<file path="src/rtl/alu_pipeline_pkg.sv">
// Shared operation encoding, stage limits and the entry-stage ALU function
// used by alu_pipeline.
package alu_pipeline_pkg;

   localparam int unsigned MIN_STAGES = 2;
   localparam int unsigned MAX_STAGES = 16;
   localparam int unsigned MAX_DWIDTH = 64;

   typedef enum logic [1:0] {
      ADD = 2'b00,
      SUB = 2'b01,
      AND = 2'b10,
      OR  = 2'b11
   } alu_op_e;

   typedef struct packed {
      logic [MAX_DWIDTH-1:0] res;
      logic                  zero;
      logic                  neg;
   } alu_res_t;

   // Operands arrive zero-extended to MAX_DWIDTH; dwidth selects the live slice
   // so the wrap, zero and sign flags all follow the instance width.
   function automatic alu_res_t alu_compute(input logic [MAX_DWIDTH-1:0] op1,
                                            input logic [MAX_DWIDTH-1:0] op2,
                                            input alu_op_e               sel,
                                            input int unsigned           dwidth);
      alu_res_t              out;
      logic [MAX_DWIDTH-1:0] one;
      logic [MAX_DWIDTH-1:0] mask;
      one      = MAX_DWIDTH'(1);
      mask     = (one << dwidth) - one;
      out.res  = '0;
      case (sel)
         ADD:     out.res = op1 + op2;
         SUB:     out.res = op1 - op2;
         AND:     out.res = op1 & op2;
         default: out.res = op1 | op2;
      endcase
      out.res  = out.res & mask;
      out.zero = (out.res == '0);
      out.neg  = |(out.res & (one << (dwidth - 1)));
      return out;
   endfunction

endpackage

</file>
<file path="src/rtl/alu_pipeline_slot.sv">
// One pipeline register: valid bit plus payload, advancing whenever it is
// empty or its downstream neighbour advances.
module pipe_slot #(
   parameter int unsigned PWIDTH = 34
) (
   input  logic              clk,
   input  logic              rst,
   input  logic              flush_i,
   input  logic              up_valid_i,
   input  logic [PWIDTH-1:0] up_data_i,
   input  logic              down_adv_i,
   output logic              adv_o,
   output logic              valid_o,
   output logic [PWIDTH-1:0] data_o
);

   logic              r_valid;
   logic [PWIDTH-1:0] r_data;

   assign adv_o = !r_valid || down_adv_i;

   // Payload of an empty slot is left alone; only the valid bit tracks bubbles.
   always_ff @(posedge clk) begin
      if (rst) begin
         r_valid <= 1'b0;
         r_data  <= '0;
      end else if (flush_i) begin
         r_valid <= 1'b0;
      end else if (adv_o) begin
         r_valid <= up_valid_i;
         if (up_valid_i) begin
            r_data <= up_data_i;
         end
      end
   end

   assign valid_o = r_valid;
   assign data_o  = r_data;

endmodule

</file>
<file path="src/rtl/alu_pipeline.sv">
// N-stage ALU pipeline with valid/ready on both ends, bubble collapsing,
// synchronous flush and an occupancy counter.
module alu_pipeline
   import alu_pipeline_pkg::*;
#(
   parameter int unsigned DWIDTH = 32,
   parameter int unsigned STAGES = 3
) (
   input  logic                        clk,
   input  logic                        rst,
   input  logic                        valid_i,
   output logic                        ready_o,
   input  logic [DWIDTH-1:0]           op1_i,
   input  logic [DWIDTH-1:0]           op2_i,
   input  logic [1:0]                  sel_i,
   input  logic                        flush_i,
   output logic                        valid_o,
   input  logic                        ready_i,
   output logic [DWIDTH-1:0]           res_o,
   output logic                        zero_o,
   output logic                        neg_o,
   output logic [$clog2(STAGES+1)-1:0] count_o
);

   localparam int unsigned CW = $clog2(STAGES + 1);
   localparam int unsigned PW = DWIDTH + 2;

   if (STAGES < MIN_STAGES || STAGES > MAX_STAGES) begin : g_bad_stages
      $error("alu_pipeline: STAGES must lie within MIN_STAGES..MAX_STAGES");
   end
   if (DWIDTH < 2 || DWIDTH > MAX_DWIDTH) begin : g_bad_dwidth
      $error("alu_pipeline: DWIDTH must lie within 2..MAX_DWIDTH");
   end

   logic [MAX_DWIDTH-1:0] w_op1_ext;
   logic [MAX_DWIDTH-1:0] w_op2_ext;
   alu_res_t              w_alu;
   logic [PW-1:0]         w_entry;
   logic                  w_xfer_in;
   logic                  w_xfer_out;
   logic [CW-1:0]         r_count;
   logic [CW-1:0]         w_count_d;

   always_comb begin
      w_op1_ext               = '0;
      w_op2_ext               = '0;
      w_op1_ext[DWIDTH-1:0]   = op1_i;
      w_op2_ext[DWIDTH-1:0]   = op2_i;
      w_alu                   = alu_compute(w_op1_ext, w_op2_ext, alu_op_e'(sel_i), DWIDTH);
      w_entry                 = {w_alu.res[DWIDTH-1:0], w_alu.zero, w_alu.neg};
   end

   // Advance enables are kept per generate scope so the ready chain from the
   // tail back to the head is a plain combinational path, not a self-loop.
   for (genvar k = 0; k < STAGES; k++) begin : g_stage
      logic          w_in_valid;
      logic [PW-1:0] w_in_data;
      logic          w_nxt_adv;
      logic          w_adv;
      logic          w_valid;
      logic [PW-1:0] w_data;

      if (k == 0) begin : g_head
         assign w_in_valid = w_xfer_in;
         assign w_in_data  = w_entry;
      end else begin : g_body
         assign w_in_valid = g_stage[k-1].w_valid;
         assign w_in_data  = g_stage[k-1].w_data;
      end

      if (k == STAGES - 1) begin : g_tail
         assign w_nxt_adv = ready_i;
      end else begin : g_mid
         assign w_nxt_adv = g_stage[k+1].w_adv;
      end

      pipe_slot #(
         .PWIDTH(PW)
      ) u_slot (
         .clk        (clk),
         .rst        (rst),
         .flush_i    (flush_i),
         .up_valid_i (w_in_valid),
         .up_data_i  (w_in_data),
         .down_adv_i (w_nxt_adv),
         .adv_o      (w_adv),
         .valid_o    (w_valid),
         .data_o     (w_data)
      );
   end

   assign ready_o    = !flush_i && g_stage[0].w_adv;
   assign w_xfer_in  = valid_i && ready_o;
   assign w_xfer_out = valid_o && ready_i;

   assign valid_o                 = g_stage[STAGES-1].w_valid;
   assign {res_o, zero_o, neg_o}  = g_stage[STAGES-1].w_data;

   always_comb begin
      w_count_d = r_count;
      if (flush_i) begin
         w_count_d = '0;
      end else begin
         case ({w_xfer_in, w_xfer_out})
            2'b10:   w_count_d = r_count + 1'b1;
            2'b01:   w_count_d = r_count - 1'b1;
            default: w_count_d = r_count;
         endcase
      end
   end

   always_ff @(posedge clk) begin
      if (rst) begin
         r_count <= '0;
      end else begin
         r_count <= w_count_d;
      end
   end

   assign count_o = r_count;

endmodule

</file>
<file path="config.mk">
export PLATFORM = sky130hd
export DESIGN_NAME = alu_pipeline
export DESIGN_NICKNAME = d
export VERILOG_FILES = /design/src/rtl/alu_pipeline_pkg.sv /design/src/rtl/alu_pipeline_slot.sv /design/src/rtl/alu_pipeline.sv
export SDC_FILE = /design/constraint.sdc
export NUM_CORES = 1
export LEC_CHECK = 0
export CELL_PAD_IN_SITES_DETAIL_PLACEMENT = 1
export CELL_PAD_IN_SITES_GLOBAL_PLACEMENT = 1
export CORE_ASPECT_RATIO = 0.6
export CORE_MARGIN = 3
export CORE_UTILIZATION = 40
export DETAILED_ROUTE_END_ITERATION = 16
export GPL_ROUTABILITY_DRIVEN = 0
export PLACE_DENSITY_LB_ADDON = 0.1
export SYNTH_ARGS = -nofsm -noshare
export SYNTH_HDL_FRONTEND = slang
export SYNTH_SLANG_ARGS = --single-unit
</file>
<file path="constraint.sdc">
create_clock -name clk -period 5.7 [get_ports clk]
set_input_delay 1.425 -clock clk [delete_from_list [all_inputs] [get_ports clk]]
set_output_delay 1.425 -clock clk [all_outputs]
set_load 0.02 [all_outputs]
</file>
[Yosys cells after proc, flatten, opt, wreduce, memory -nomap -nowiden]
Cells that the tools add are included.
W data, S select, Z words.
Word-level totals
  bits in registers: 107
  input port bits: 71
  output and inout bits: 38
  word-level logic and storage cells: 37
Operators by class
  add/sub/neg operators: 4
  eq/ne operators: 4
  multiplexer cells: 2
  bitwise operators: 3
  reduce and logical (&&, ||, !) cells: 17
Operator list (number)
  $pmux W32 S3: 1
  $logic_not A64 Y1: 1
  $add A32 B32 Y32: 1
  $and A32 B32 Y32: 1
  $or A32 B32 Y32: 1
  $sub A32 B32 Y32: 1
  $reduce_and A3 Y1: 3
  $eq A2 B1 Y1 const B: 2
  $eq A2 B2 Y1 const B: 2
  $logic_not A1 Y1: 4
  $pmux W2 S2: 1
  $logic_and A1 B1 Y1: 3
  $logic_or A1 B1 Y1: 3
  $add A2 B1 Y2 const B: 1
  $logic_not A2 Y1: 1
  $reduce_bool A2 Y1: 1
  $reduce_or A2 Y1: 1
  $sub A2 B1 Y2 const B: 1
  $not A1 Y1: 1

[Logic depth before layout (Yosys ltp)]
Gate-level depths: netlist of run 1.
  depth in word-level cells: 8
  gate-level depth with buffers: 21
  gate-level depth less buffers: 20

[By module]
Synthesis of run 1 repeated with hierarchy kept, for this count alone.
Second synthesis, totals
  cells, all modules: 998
  area total of the unflattened synthesis: 8385.5 um^2
By module, submodules not included
  pipe_slot: instances 3, cells each 153, area an instance 1604.0 um^2, seq. area each 700.7 um^2
  alu_pipeline: instances 1, cells each 539, area an instance 3573.4 um^2, seq. area each 40.0 um^2

[Worst setup path after synthesis of run 1]
Ideal clock, no wire load.
  path kind: input to register
  start: input port op2_i[4]
  end: register g_stage[0].u_slot.r_data[0]
  setup time: 0.115 ns
  arrival time: 5.136 ns
  required time: 5.585 ns
  setup slack: 0.449 ns
  cell stages on the path: 20
  buffers on the path: 1
  path through: nor4_4 -> nand4_1 -> or4_1 -> nand2b_4 -> or3_1 -> nor2_1 -> nor2_1 -> xnor2_1 -> ha_1 -> clkbuf_1 -> a21o_1 -> a21o_1 -> nand2b_1 -> nand2_1 -> a31oi_1 -> o22a_1 -> a31o_2 -> a221oi_2 -> o21ai_1 -> and2_1
On the way
  cells in the longest elaborated chain, start to end: 2
  elaborated cells on any way between the ends: 3
  classes of those cells: add/sub (2); mux (1)
Ends and longest elaborated chain
  from (decl): line alu_pipeline.sv:14  | input logic [DWIDTH-1:0] op2_i,
  $sub A32 B32 Y32 or $add A32 B32 Y32 (tied branches): line alu_pipeline_pkg.sv:36, alu_pipeline_pkg.sv:35
  $pmux W32 S3 *: line alu_pipeline_pkg.sv:34  | case (sel)
  to (signal assigned): line alu_pipeline_slot.sv:32  | r_data <= up_data_i;
  to (decl): line alu_pipeline_slot.sv:18  | logic [PWIDTH-1:0] r_data;
Mark *: on every way between the ends. The rest lies on a longest branch, timed or not.
A chain may end at the register's enable or synchronous reset.

[Worst setup path in the final report of run 1]
  start: input port op2_i[10]
  end: register g_stage[0].u_slot.r_data[0]
The elaborated chain is that of the path after synthesis.

==> impl_results.md, run 1 <==
- Status: finished clean
- GRT overflow: 0
- Critical path, cell by cell: clkdlybuf4s50_1 > nor2_2 > nand4_1 > or4_4 > nand2b_4 > or3_4 > nor2_4 > nor2_1 > xnor2_1 > ha_1 > a21o_1 > a21o_1 > nand2b_1 > nand2_1 > a31oi_2 > o22a_2 > a31o_4 > a221oi_4 > o21ai_1 > and2_1
- Hold EP: g_stage[1].u_slot.data_o[5]
- Yosys top cell area share: 28.8%
- Largest net degree at the start of global routing: 102
- Combinational power share: 37.6%
- Worst-skew pair later-pin latency: 0.34 ns
- Count of cell types in the netlist: 81
- Post-Synthesis Cells: 969
- Port-buffer cells: 108
- Top FF cell, synth: dfxtp_1
- Post-DR wirelength/cell: 18.1 um
- Synthesized flop and latch total: 104
- Clock transition at path regs: 0.06 ns
- Post-synth EDFFs: 0
- Utilization after layout: 55.6%
- Post-route design area: 9680 um2
- Die area: 19800 um2
- First-pass GRT wire length: 39500 um
- Root Buffer: clkbuf_16
- RR Endpoint: count_o[1]
- Vias: 7801
- Final period util: 97.3%
- Pins Over Slew Limit: 0
- Die height: 110 um
- Syn nets: 1076
- Hold_buf cts: 0
- Initial Utilization: 41.6%
- Power Dens Cells: 218 nW/um2
- Via-per-instance ratio: 5.66
- Hold_ws: 0.451 ns
- Max Freq: 180 MHz
- DRT Pass-1 Iters: 4
- Critical-path maximum fanout: 4
- Post-Place Cells: 1353
- Pleak: 3.69 nW
- CP max stage cell: or4_4
- Layout cells sized above 1: 16.5%
- Critical path class: input port to flip-flop
- Hold path start: g_stage[0].u_slot.data_o[5]
- # DRC: 0
- Most frequent CP cell: a21o_1
- Clock share of power: 26.5%
- Synth Area per Inst: 7.47 um2
- Num CTS Buffers: 9
- Area grow syn2layout: 33.7%
- Critical Path AT: 5.78 ns
- Hold Path Class: flip-flop to flip-flop
- Relative slew slack: 22.5%
- Net Sw Power: 691 uW
- Tmin final: 5.54 ns
- Top area cells in the synthesized netlist: dfxtp_1 (29%), nand2_1 (11%), a21oi_1 (7.7%), ha_1 (6.1%), nor2_1 (3.5%)
- Cell taking the most area after synthesis: dfxtp_1
- Via count of the first global-routing pass: 7767
- Sequential cell area fraction in the yosys report: 28.8%
- CTS Sinks: 104
- CP peak stage delay: 0.63 ns
- Hold Path Cell Cnt: 2
- Detail Route Antenna Nets: 0
- Fin nets: 1245
- R2R depth: 9
- H-tree Lvls: 3
- Core Area: 17400 um2
- CP Launch Type: input port
- Slew @ Worst Pin: 1.16 ns
- Cell Int Power: 1.42 mW
- WL final: 24900 um
- CTS max path bufs: 2
- Sw Share: 32.7%
- Flop-to-flop setup slack: 3.18 ns
- Final setup vio count: 0
- Seq pwr share: 35.9%
- Worst Skew: 0.00534 ns
- Die Width: 180 um
- Ys Warns: 0
- Final Non-Filler Cells: 1378
- Post-synth ARST share: 0%
- Power Total: 2.11 mW
- # IOs: 109
- DP Wirelength: 18500 um
- Max-cap violations: 0
- Final Hold Vio Count: 0
- Max rail drop VDD: 0.142 mV
- Placed inst area: 9110 um2
- FP Rows: 37
- Worst Path Required: 5.94 ns
- CP endpoint kind: flip-flop
- CTS tree: yes
- First DRT Iteration DRCs: 460
- Post-Syn Area: 7240 um2
- Total Routing Usage GR: 24.1%
- Antenna violations before repair: 0
- Worst r2r src: g_stage[2].u_slot.valid_o
Yosys cell counts, types with 11 or more instances:
cell / instances
o21a_1: 11
o21ai_0: 39
nor2_1: 67
xor2_1: 25
xnor2_1: 18
a21oi_1: 111
maj3_1: 20
dfxtp_1: 104
ha_1: 35
nor3_1: 27
nand2_1: 212
clkbuf_1: 45
a211oi_1: 27
inv_1: 12
nand3_1: 14
a21o_1: 11
flip-flops by register name, summed over array words and instances, names as in the netlist:
signal	cells
g_stage.u_slot.valid_o	3
g_stage.u_slot.data_o	99
count_o	2
worst max-delay path by stage:
stage | startpoint | slack [ns] | depth (start not counted) | end
detailed placement | op2_i[4] | -0.50 | 20 | g_stage[0].u_slot.data_o[1]
CTS | op2_i[4] | 0.04 | 20 | g_stage[0].u_slot.data_o[0]
floorplan | op2_i[4] | 0.45 | 20 | g_stage[0].u_slot.data_o[0]
global route | op2_i[10] | -0.03 | 20 | g_stage[0].u_slot.data_o[1]
global placement | op2_i[4] | -0.28 | 20 | g_stage[0].u_slot.data_o[1]
finish | op2_i[10] | 0.16 | 20 | g_stage[0].u_slot.data_o[0]
layout make-up:
cell class	count	area [um2]
antenna	1	2.50
clock buffer	16	262
fill	2174	7730
inverter	14	52.6
multi-input combinational	783	4980
sequential	104	2080
tap	234	293
timing repair buffer	226	2000
power by group through the flow:
stage	Sequential (mW)	Clock [mW]	Combinational, mW
final	0.757	0.560	0.795
after global routing	0.759	0.604	0.866
after CTS	0.757	0.575	0.734
after detailed placement	0.774	0	0.725
after global placement	0.773	0	0.712
after floorplan	0.771	0	0.430
placed cells by master (no fill, tap or decap), drive strengths merged, types with 12 or more instances in the layout:
cell and n:
a21oi 115, a211oi 27, o21ai 41, xor2 25, buf 120, clkbuf 16
xnor2 18, nor3 27, nor2 67, nand2 212, maj3 20, clkdlybuf4s50 97
dfxtp 104, ha 35, nand3 14, inv 12
worst max-delay path: cells and delay by family:
kind                       cells  cell delay [ns]
buffers and inverters          1             0.43
adders and majority gates      1             0.37
AOI/OAI and AO/OA              7             1.29
xor gates and xnor gates       1             0.14
and+or+nand+nor               10             2.11
stage by stage:
stage | TNS (ns) | setup WS [ns]
after CTS | 0 | 0.0414
after global routing | -0.0387 | -0.0300
final | 0 | 0.156
after detailed placement | -1.67 | -0.497
after floorplan | 0 | 0.449
after global placement | -0.660 | -0.282
logic make-up after synthesis:
family,share of synthesized area [%]
flip-flops,28.8
multiplexers,0.415
buffers and inverters,5.27
AND/OR/NAND/NOR,26.1
XOR/XNOR,5.20
AO/OA/AOI/OAI,25.1
adder cells (fa/ha/maj),9.10
metal layers:
metal	up-vias	global-route usage [%]	part of all wire, %	wire, um
li1	3794	-	-	-
met1	3817	33.6	49	12300
met2	171	40.7	46	11400
met3	19	4.00	4.4	1100
met4	0	3.36	0.65	161
met5	-	0	0	0
timing repair:
item / CTS / global route
buffers inserted: 0 / 8
cloned: 0 / 0
pin swaps: 0 / 18
setup endpoints to repair: 3 / 7
gates resized for setup: 5 / 51
(Power assumes the default switching activity.)
==> inputs of run 2 (changes only) <==
- GPL_ROUTABILITY_DRIVEN: 0 -> not set
- SLEW_MARGIN: not set -> 15
==> run 2 against run 1 <==
Against the previous run:
- critical path depth unchanged
- global-route usage unchanged
- maximum frequency hardly changed
- register-to-register slack about the same
- total power about the same
- non-clock buffer count did not move
- setup slack improved by 0.00099 ns
- hold slack stayed put
- final cell count did not move
- flip-flop and latch count unchanged
- clock skew about the same
- critical path type unchanged
- largest cell class unchanged
- largest power group unchanged
==> impl_results.md, run 2 (synthesized netlist as in run 1, its figures left out) <==
- Clock transition at path regs: 0.06 ns (about the same)
- Worst Skew: 0.00534 ns (about the same)
- Max Freq: 180 MHz (about the same)
- Final Hold Vio Count: 0 (unchanged)
- Total Routing Usage GR: 24.1% (unchanged)
- Critical Path AT: 5.78 ns (about the same)
- Layout cells sized above 1: 16.6% (was 16.5%)
- Detail Route Antenna Nets: 0 (unchanged)
- Fin nets: 1245 (unchanged)
- Setup WS post-layout: 0.157 ns (was 0.156 ns)
- Area grow syn2layout: 33.7% (about the same)
- Root Buffer: clkbuf_16 (unchanged)
- Post-Place Cells: 1353 (unchanged)
- Final setup vio count: 0 (unchanged)
- CTS tree: yes (unchanged)
- Worst r2r src: g_stage[2].u_slot.valid_o (unchanged)
- Final RePlAce weighted congestion: 0.901
- Final period util: 97.3% (about the same)
- RR Endpoint: count_o[1] (unchanged)
- Hold Path Class: flip-flop to flip-flop (unchanged)
- Post-DR wirelength/cell: 18.1 um (about the same)
- R2R depth: 9 (unchanged)
- Core Area: 17400 um2 (unchanged)
- Hold Path Cell Cnt: 2 (unchanged)
- Slew @ Worst Pin: 1.03 ns (was 1.16 ns)
- Via count of the first global-routing pass: 7767 (unchanged)
- CP endpoint kind: flip-flop (unchanged)
- Status: finished clean (unchanged)
- FP Rows: 37 (unchanged)
- Max rail drop VDD: 0.142 mV (about the same)
- H-tree Lvls: 3 (unchanged)
- Pre-CTS WS: -0.497 ns (unchanged)
- Hold EP: g_stage[1].u_slot.data_o[5] (unchanged)
- Critical path class: input port to flip-flop (unchanged)
- CTS max path bufs: 2 (unchanged)
- CP Launch Type: input port (unchanged)
- Max-cap violations: 0 (unchanged)
- DRT Pass-1 Iters: 4 (unchanged)
- Die Width: 180 um (unchanged)
- Most common cell after layout, fill and taps aside: nand2_1 (unchanged)
- CTS Sinks: 104 (unchanged)
- Worst-skew pair later-pin latency: 0.34 ns (about the same)
- Final Non-Filler Cells: 1378 (unchanged)
- Pleak: 3.69 nW (about the same)
- Flop-to-flop setup slack: 3.18 ns (about the same)
- Critical-path maximum fanout: 4 (unchanged)
- Worst Path Required: 5.94 ns (about the same)
- Largest net degree at the start of global routing: 102 (unchanged)
- Hold_buf cts: 0 (unchanged)
- Relative slew slack: 31.1% (was 22.5%)
- Power Dens Cells: 218 nW/um2 (about the same)
- First DRT Iteration DRCs: 460 (unchanged)
- # DRC: 0 (unchanged)
- Initial Utilization: 41.6% (unchanged)
- Port-buffer cells: 108 (unchanged)
- Antenna violations before repair: 0 (unchanged)
- # IOs: 109 (unchanged)
- GRT overflow: 0 (unchanged)
- Pins Over Slew Limit: 0 (unchanged)
- Via-per-instance ratio: 5.65 (was 5.66)
- Tmin final: 5.54 ns (about the same)
- Die height: 110 um (unchanged)
- First-pass GRT wire length: 39500 um (unchanged)
- Vias: 7785 (was 7801)
- WL final: 24900 um (about the same)
- Max reg flops: 99 (unchanged)
- DP Wirelength: 18500 um (unchanged)
- Commonest cells after routing, fill and taps aside: nand2_1 (212), buf_4 (115), a21oi_1 (110), dfxtp_1 (104), clkdlybuf4s50_1 (97) (unchanged)
- Hold path start: g_stage[0].u_slot.data_o[5] (unchanged)
- Num CTS Buffers: 9 (unchanged)
- Die area: 19800 um2 (unchanged)
-- run 2: layer usage --
metal  wire length [um]  vias up  GRT usage, %
met5                  0        -             0
met4                159        0          3.36
met3               1110       17          4.00
met2              11300      168          40.7
met1              12300     3806          33.6
li1                   -     3794             -
-- run 2: worst max-delay path: stages --
cell	delay, ns
clkdlybuf4s50_1	0.43
nor2_2	0.14
nand4_1	0.20
or4_4	0.62
nand2b_4	0.19
or3_4	0.39
nor2_4	0.12
nor2_1	0.06
xnor2_1	0.14
ha_1	0.37
a21o_1	0.20
a21o_1	0.20
nand2b_1	0.14
nand2_1	0.08
a31oi_2	0.06
o22a_2	0.25
a31o_4	0.23
a221oi_4	0.27
o21ai_1	0.08
and2_1	0.16
-- run 2: final cells by class --
| class | count | area (um2) |
|---|---|---|
| flip-flops and latches | 104 | 2080 |
| diodes | 1 | 2.50 |
| well taps | 234 | 293 |
| multi-input cells | 783 | 4990 |
| clock buffers | 16 | 262 |
| inverters | 14 | 52.6 |
| fillers | 2176 | 7730 |
| repair buffers | 226 | 2000 |
-- run 2: power breakdown --
| group | total, mW | switching, mW | internal (mW) |
|---|---|---|---|
| registers | 0.757 | 0.0111 | 0.746 |
| logic | 0.795 | 0.430 | 0.365 |
| clock network | 0.560 | 0.250 | 0.310 |
| total | 2.11 | 0.691 | 1.42 |
-- run 2: through the flow --
step	cell area, um2	TNS, ns	hold slack, ns	power [mW]	utilization [%]
4_1_cts	9390	0	0.454	2.07	53.9
2_1_floorplan	7240	0	0.430	1.20	-
3_3_place_gp	9110	-0.660	0.443	1.49	52.4
6_report	9680	0	0.451	2.11	55.6
5_1_grt	9670	-0.0387	0.477	2.23	55.6
3_5_place_dp	9110	-1.67	0.445	1.50	52.4
-- run 2: worst max-delay path by stage --
stage	from	end	slack [ns]
final	op2_i[10]	g_stage[0].u_slot.data_o[0]	0.16
after global routing	op2_i[10]	g_stage[0].u_slot.data_o[1]	-0.03
after CTS	op2_i[4]	g_stage[0].u_slot.data_o[0]	0.04
after detailed placement	op2_i[4]	g_stage[0].u_slot.data_o[1]	-0.50
after global placement	op2_i[4]	g_stage[0].u_slot.data_o[1]	-0.28
after floorplan	op2_i[4]	g_stage[0].u_slot.data_o[0]	0.45
-- run 2: repair_timing --
| item | 4_1_cts | 5_1_grt |
|---|---|---|
| resized for setup | 5 | 51 |
| pin swaps | 0 | 18 |
| setup endpoints to repair | 3 | 7 |
| buffers inserted | 0 | 8 |
